--- src/rtl/vga_timing_gen.sv ---
// Parametrised VGA raster timing generator: pixel-clock divider, freeze enable, sync/blanking and line/frame strobes.
// Optional build macro VGA_LOOKAHEAD_EN makes x/y lead the other outputs by one pixel.
module vga_timing_gen #(
  parameter int unsigned H_ACTIVE   = 640,
  parameter int unsigned H_FP       = 16,
  parameter int unsigned H_SYNC     = 96,
  parameter int unsigned H_BP       = 48,
  parameter int unsigned V_ACTIVE   = 480,
  parameter int unsigned V_FP       = 10,
  parameter int unsigned V_SYNC     = 2,
  parameter int unsigned V_BP       = 33,
  parameter int unsigned H_SYNC_POL = 0,
  parameter int unsigned V_SYNC_POL = 0,
  parameter int unsigned CLK_DIV    = 1,
  parameter int unsigned X_W        = 10,
  parameter int unsigned Y_W        = 10
) (
  input  logic           clk,
  input  logic           rst,
  input  logic           en,
  output logic [X_W-1:0] x,
  output logic [Y_W-1:0] y,
  output logic           h_sync,
  output logic           v_sync,
  output logic           frame_active,
  output logic           pix_en,
  output logic           line_start,
  output logic           frame_start
);

  localparam int unsigned H_TOTAL = H_ACTIVE + H_FP + H_SYNC + H_BP;
  localparam int unsigned V_TOTAL = V_ACTIVE + V_FP + V_SYNC + V_BP;
  localparam int unsigned DIV_W   = (CLK_DIV > 1) ? $clog2(CLK_DIV) : 1;

  localparam logic [DIV_W-1:0] DIV_LAST = DIV_W'(CLK_DIV - 1);
  localparam logic [X_W-1:0]   H_LAST   = X_W'(H_TOTAL - 1);
  localparam logic [Y_W-1:0]   V_LAST   = Y_W'(V_TOTAL - 1);
  localparam logic [X_W-1:0]   H_VIS    = X_W'(H_ACTIVE);
  localparam logic [Y_W-1:0]   V_VIS    = Y_W'(V_ACTIVE);
  localparam logic [X_W-1:0]   HS_BEG   = X_W'(H_ACTIVE + H_FP);
  localparam logic [X_W-1:0]   HS_END   = X_W'(H_ACTIVE + H_FP + H_SYNC);
  localparam logic [Y_W-1:0]   VS_BEG   = Y_W'(V_ACTIVE + V_FP);
  localparam logic [Y_W-1:0]   VS_END   = Y_W'(V_ACTIVE + V_FP + V_SYNC);
  localparam logic             HS_ON    = 1'(H_SYNC_POL);
  localparam logic             VS_ON    = 1'(V_SYNC_POL);

`ifdef VGA_LOOKAHEAD_EN
  localparam logic [X_W-1:0]   X_RST    = X_W'(1);
`else
  localparam logic [X_W-1:0]   X_RST    = '0;
`endif

  logic [DIV_W-1:0] div_q, div_d;
  logic [X_W-1:0]   x_q, x_d, x_adv, x_show;
  logic [Y_W-1:0]   y_q, y_d, y_adv, y_show;
  logic             h_sync_q, h_sync_d;
  logic             v_sync_q, v_sync_d;
  logic             frame_active_q, frame_active_d;
  logic             line_start_q, line_start_d;
  logic             frame_start_q, frame_start_d;

  assign pix_en = en & (div_q == DIV_LAST);

  // Raster successor of the current counter position.
  always_comb begin
    x_adv = (x_q == H_LAST) ? '0 : x_q + 1'b1;
    y_adv = y_q;
    if (x_q == H_LAST) begin
      y_adv = (y_q == V_LAST) ? '0 : y_q + 1'b1;
    end
  end

  // Position the registered outputs will describe after the next pix_en edge:
  // the counters already run one pixel ahead in the lookahead build.
`ifdef VGA_LOOKAHEAD_EN
  assign x_show = x_q;
  assign y_show = y_q;
`else
  assign x_show = x_adv;
  assign y_show = y_adv;
`endif

  // NOTE: every signal gets a default first so no path leaves it unassigned and no latch is inferred.
  always_comb begin
    div_d          = div_q;
    x_d            = x_q;
    y_d            = y_q;
    h_sync_d       = h_sync_q;
    v_sync_d       = v_sync_q;
    frame_active_d = frame_active_q;
    line_start_d   = 1'b0;
    frame_start_d  = 1'b0;

    if (en) begin
      div_d = (div_q == DIV_LAST) ? '0 : div_q + 1'b1;
    end

    if (pix_en) begin
      x_d            = x_adv;
      y_d            = y_adv;
      h_sync_d       = (x_show >= HS_BEG && x_show < HS_END) ? HS_ON : ~HS_ON;
      v_sync_d       = (y_show >= VS_BEG && y_show < VS_END) ? VS_ON : ~VS_ON;
      frame_active_d = (x_show < H_VIS) && (y_show < V_VIS);
      line_start_d   = (x_show == '0);
      frame_start_d  = (x_show == '0) && (y_show == '0);
    end
  end

  // NOTE: sequential state uses non-blocking assignments so every flop samples pre-edge values.
  always_ff @(posedge clk) begin
    if (rst) begin
      div_q          <= '0;
      x_q            <= X_RST;
      y_q            <= '0;
      h_sync_q       <= ~HS_ON;
      v_sync_q       <= ~VS_ON;
      frame_active_q <= 1'b1;
      line_start_q   <= 1'b0;
      frame_start_q  <= 1'b0;
    end else begin
      div_q          <= div_d;
      x_q            <= x_d;
      y_q            <= y_d;
      h_sync_q       <= h_sync_d;
      v_sync_q       <= v_sync_d;
      frame_active_q <= frame_active_d;
      line_start_q   <= line_start_d;
      frame_start_q  <= frame_start_d;
    end
  end

  assign x            = x_q;
  assign y            = y_q;
  assign h_sync       = h_sync_q;
  assign v_sync       = v_sync_q;
  assign frame_active = frame_active_q;
  assign line_start   = line_start_q;
  assign frame_start  = frame_start_q;

endmodule
--- config.mk ---
export PLATFORM = sky130hd
export DESIGN_NAME = vga_timing_gen
export DESIGN_NICKNAME = d
export VERILOG_FILES = /design/src/rtl/vga_timing_gen.sv
export SDC_FILE = /design/constraint.sdc
export NUM_CORES = 1
export LEC_CHECK = 0
export BUFFER_PORTS_ARGS = -buffer_cell sky130_fd_sc_hd__buf_2
export CORE_ASPECT_RATIO = 1.25
export CORE_MARGIN = 8
export CORE_UTILIZATION = 35
export DETAILED_ROUTE_END_ITERATION = 16
export MAX_ROUTING_LAYER = met4
export SYNTH_ARGS = -nofsm -noshare
export SYNTH_HDL_FRONTEND = slang
export SYNTH_SLANG_ARGS = --single-unit
--- constraint.sdc ---
create_clock -name clk -period 3 [get_ports clk]
set_input_delay 0.6 -clock clk [delete_from_list [all_inputs] [get_ports clk]]
set_output_delay 0.6 -clock clk [all_outputs]
set_load 0.03 [all_outputs]
# Yosys cells after proc, flatten, opt, wreduce, memory -nomap -nowiden
# Index checks and enable logic that the tools add are counted.
# Widths: inputs -> output; s select.
dict set report op_classes {
  eq_ne 2
  reduce_logical 7
  addsub 3
  mux 6
  bitwise_logic 3
  order_cmp 6
}
# op count
set ops {}
lappend ops {{$mux 10} 3}
lappend ops {{$add 10x1->10 const B} 2}
lappend ops {{$eq 10x10->1 const B} 2}
lappend ops {{$logic_not 10->1} 2}
lappend ops {{$lt 10x10->1 const B} 2}
lappend ops {{$lt 10x9->1 const B} 2}
lappend ops {{$ge 10x10->1 const B} 1}
lappend ops {{$ge 10x9->1 const B} 1}
lappend ops {{$logic_and 1x1->1} 4}
lappend ops {{$mux 1} 3}
lappend ops {{$not 1->1} 2}
lappend ops {{$reduce_or 2->1} 1}
lappend ops {{$add 1x1->1 const B} 1}
lappend ops {{$and 1x1->1} 1}
dict set report word_totals {
  ff_bits 26
  elab_cells 35
  out_inout_bits 26
  inputBits 3
}

# Logic depth before layout (Yosys ltp)
dict set report logic_depth {
  word_depth 6
  depth_mapped 8
  depth_no_buf 8
}

# Worst setup path before layout
# Ideal clock, no wire load.
dict set report synth_path {
  path_type {reg2reg}
  start {register x_q[0] (netlist: x[0])}
  end {register frame_active_q (netlist: frame_active)}
  n_path_buf 1
  path_stages_with_launch 9
  synth_period_minus_slack_ns 2.538
  slack_ns 0.462
  arrival_ns 2.437
  path_cell_list {dfxtp_1 > ha_1 > nand4_4 > or4_1 > buf_4 > nor3_4 > xnor2_1 > a211oi_2 > o41ai_1}
}
dict set report synth_via {
  elab_chain_cells 4
  elab_cells_between_ends 7
  classes_between {1 x add/sub; 2 x order compare; 1 x eq/ne; 2 x mux; 1 x reduce/logical}
}
# element line
set synth_lines {}
lappend synth_lines {{start, declared} 54} ;# logic [X_W-1:0] x_q, x_d, x_adv, x_show;
lappend synth_lines {{start signal, assigned} 113} ;# x_q <= X_RST;
lappend synth_lines {{start signal, assigned} 122} ;# x_q <= x_d;
lappend synth_lines {{$add 10x1->10 / $eq 10x10->1 (equally long branches)} {66, 68}}
lappend synth_lines {{$mux 10, on equally long branches} {66, 68}}
lappend synth_lines {{$lt 10x10->1 / $lt 10x9->1 (equally long branches)} 103} ;# frame_active_d = (x_show < H_VIS) && (y_show < V_VIS);
lappend synth_lines {{$logic_and 1x1->1 *} 103}
lappend synth_lines {{end signal, assigned} 126} ;# frame_active_q <= frame_active_d;
lappend synth_lines {{end, declared} 58} ;# logic frame_active_q, frame_active_d;
# Every way passes the cells marked *; elsewhere a longest branch is shown, timed or not.
# A chain may end at the register's enable or synchronous reset.

# Worst setup path after layout
# Ends and elaborated chain as after synthesis.

==> metrics.yaml <==
layout:
  commonest_cells_after_routing_fill_and_taps_aside: "30 x sky130_fd_sc_hd__nor2_1, 28 x sky130_fd_sc_hd__buf_2, 26 x sky130_fd_sc_hd__nand2_1"
  num-nets-final: 268
  finish.instance_area_um2: 1990
  flow.area_growth_from_synthesis_pct: 11.7
  final_core_utilization: 0.397
  final_cells: 323
  drive_above_1_share: 0.172
  layout.cells.most_common: "sky130_fd_sc_hd__nor2_1"
  num_antenna_cells: 0
setup_path:
  critical-path-slowest-cell: "sky130_fd_sc_hd__or4_1"
  crit_cells: 7
  number_of_cells_on_the_worst_reg_to_reg_path: 7
  reg2reg_slack_ns: 0.33
  critPathMaxStageDelay_ns: 0.72
  worstPathBufferInverterCount: 0
  crit_arrival_ns: 2.84
  crit_type: "reg2reg"
  worst-path-max-fanout: 10
  worst-endpoint-required_ns: 3.17
  startpoint: "x[0]$_SDFFE_PP0P_"
  reg2reg_from: "x[0]$_SDFFE_PP0P_"
  critical_path.startpoint_type: "flop"
  timing.critical_path.to: "frame_active$_SDFFE_PP1P_"
  timing.critical_path.max_delay_family: "simple AND/OR/NAND/NOR gates"
  worstPathCellList: "ha_1 -> nand4_4 -> or4_1 -> nor3_4 -> xnor2_1 -> a211oi_2 -> o41ai_1"
  end_kind: "flop"
  worst_r2r_endpoint: "frame_active$_SDFFE_PP1P_"
power_and_ir_drop:
  total_power_mw: 0.606
  power.density_cell_area_nw_per_um2: 305
  worst_ir_drop_vdd_v: 0.000164
  seq_power_share: 0.572
  power_frac_comb: 0.093
  swShare: 0.259
  p_int_mw: 0.449
  power.net_switching_mw: 0.157
  clock_power_share: 0.335
  power.static_leakage_nw: 0.747
run_status:
  status: "finished, final reports clean"
yosys:
  post_synth_num_cell_types: 48
  postSynthCellCount: 246
  synth_area_um2: 1780
  synth-async-reset-ratio: 0
  synth-main-ff-cell: "sky130_fd_sc_hd__dfxtp_1"
  postSynthRegisterBits: 25
  post_syn_nets: 252
  synth.avg_cell_area_um2: 7.24
  count_of_synthesis_stage_warnings_from_yosys: 0
  sequential_element_share_of_the_synthesized_area: 0.281
  synth_enable_flop_cells: 0
die:
  core_area_um2: 5010
  floorplan.initialDensity: 0.356
  die-height_um: 95.8
  die_area_um2: 7640
  fp.dieW_um: 79.8
  top_level_ports: 29
  floorplan.rows: 29
place:
  finalWeightedCongestion: 0.948
  placement.cell_area_um2: 1940
  place.port_buffers: 28
  detailed_place_hpwl_um: 3510
  place_inst: 319
timing:
  final.setup_skew_ns: 0.00317
  final-hold-violation-count: 0
  final-max-slew-violation-count: 0
  maxSlewHeadroom: 0.648
  max_clock_freq_mhz: 375
  period_needed_ns: 2.67
  rsz0062_at_grt: "no"
  report.final.setup_viol: 0
  worstMarginPinSlew_ns: 0.528
  tns_ns: 0
  period_share: 0.890
clock_tree:
  ctsLongestPathBuffers: 2
  cts_tree: "done"
  cts_max_level: 1
  clk_latency_ns: 0.27
  cts_hold_buf: 0
  cts_repair_resize_count: 0
  clk_pin_slew_worst_paths_ns: 0.09
  numClockSinks: 25
  clockRootBuffer: "sky130_fd_sc_hd__clkbuf_8"
  postCtsSetupRepairBufs: 0
  cts-buffers-inserted: 3
grt:
  grt_max_degree: 27
  vias_in_the_first_global_route: 1695
  global_route.overflow_total: 0
  gr-usage-all-layers: 0.130
  grt_first_pass_wirelength_um: 7980
  initial_antenna_violation_count: 0
route:
  firstDrtPassIters: 4
  via_count: 1835
  dr_wl_cell_um: 15.0
  detail_route.vias_per_cell: 5.68
  detail_route.drc_violations: 0
  ant_nets: 0
  postRouteWirelength_um: 4840
  drtIter0Drc: 119
min_path:
  hold_path_class: "reg2reg"
job:
  timing.max_cap.violations: 0
## worst register-to-register path: stages, from the launching register on
cell	delay [ns]
sky130_fd_sc_hd__dfxtp_1	0.46
sky130_fd_sc_hd__ha_1	0.37
sky130_fd_sc_hd__nand4_4	0.20
sky130_fd_sc_hd__or4_1	0.72
sky130_fd_sc_hd__nor3_4	0.25
sky130_fd_sc_hd__xnor2_1	0.18
sky130_fd_sc_hd__a211oi_2	0.09
sky130_fd_sc_hd__o41ai_1	0.30
## metal layers
layer	share of wire	track usage	vias up
met5	0	-	-
met4	0.016	0.0486	0
met3	0.039	0.0150	8
met2	0.48	0.224	57
met1	0.46	0.152	852
li1	-	-	918
## cell usage after synthesis (7+ instances only)
library cell / n / area [µm²]
sky130_fd_sc_hd__nor2_1: 30 / 113
sky130_fd_sc_hd__nand2_1: 26 / 97.6
sky130_fd_sc_hd__dfxtp_1: 25 / 500
sky130_fd_sc_hd__a21oi_1: 20 / 100
sky130_fd_sc_hd__clkbuf_1: 14 / 52.6
sky130_fd_sc_hd__o21ai_0: 12 / 60.1
sky130_fd_sc_hd__nand3_1: 11 / 55.1
sky130_fd_sc_hd__nor3_1: 11 / 55.1
sky130_fd_sc_hd__nand4_1: 7 / 43.8
sky130_fd_sc_hd__xnor2_1: 7 / 61.3
sky130_fd_sc_hd__xor2_1: 7 / 61.3
## power groups by stage
stage                     combinational [mW]  sequential [mW]  clock (mW)
after floorplan                       0.0355            0.361           0
after global placement                0.0564            0.354           0
after detailed placement              0.0566            0.355           0
after CTS                             0.0567            0.347       0.214
after global routing                  0.0616            0.348       0.225
final                                 0.0562            0.347       0.203
## flip-flops by register name (all words and copies together) (netlist names)
signal / cells
x: 10
y: 10
frame_active: 1
frame_start: 1
h_sync: 1
line_start: 1
v_sync: 1
## cell families after synthesis
| family | after synthesis | share of synthesized area |
|---|---|---|
| and+or+nand+nor | 115 | 0.343 |
| adders and majority gates | 3 | 0.0211 |
| AOI/OAI and AO/OA | 60 | 0.213 |
| DFF | 25 | 0.281 |
| xor gates and xnor gates | 14 | 0.0688 |
| muxes | 1 | 0.00562 |
| buffers and inverters | 28 | 0.0667 |
## metrics by stage
step	setup WS, ns	hold slack (ns)
floorplan	0.462	0.631
global placement	0.494	0.465
detailed placement	0.362	0.475
CTS	0.335	0.497
global route	0.108	0.530
finish	0.330	0.487
## cell type report
type,instances,area (µm²)
fill,540,3020
multi-input combinational,193,1160
sequential,25,500
timing repair buffer,34,185
tap,62,77.6
clock buffer,4,45.0
inverter,5,18.8
## how the worst min path moves through the flow
stage | startpoint | end | slack (ns) | depth (start not counted)
5_1_grt | frame_active$_SDFFE_PP1P_ | frame_active$_SDFFE_PP1P_ | 0.53 | 2
4_1_cts | frame_active$_SDFFE_PP1P_ | frame_active$_SDFFE_PP1P_ | 0.50 | 2
6_report | frame_active$_SDFFE_PP1P_ | frame_active$_SDFFE_PP1P_ | 0.49 | 2
3_5_place_dp | frame_active$_SDFFE_PP1P_ | frame_active$_SDFFE_PP1P_ | 0.48 | 2
3_3_place_gp | frame_active$_SDFFE_PP1P_ | frame_active$_SDFFE_PP1P_ | 0.47 | 2
2_1_floorplan | y[9]$_SDFFE_PP0P_ | y[9]$_SDFFE_PP0P_ | 0.63 | 2
Power figures use the tool's default switching activity.
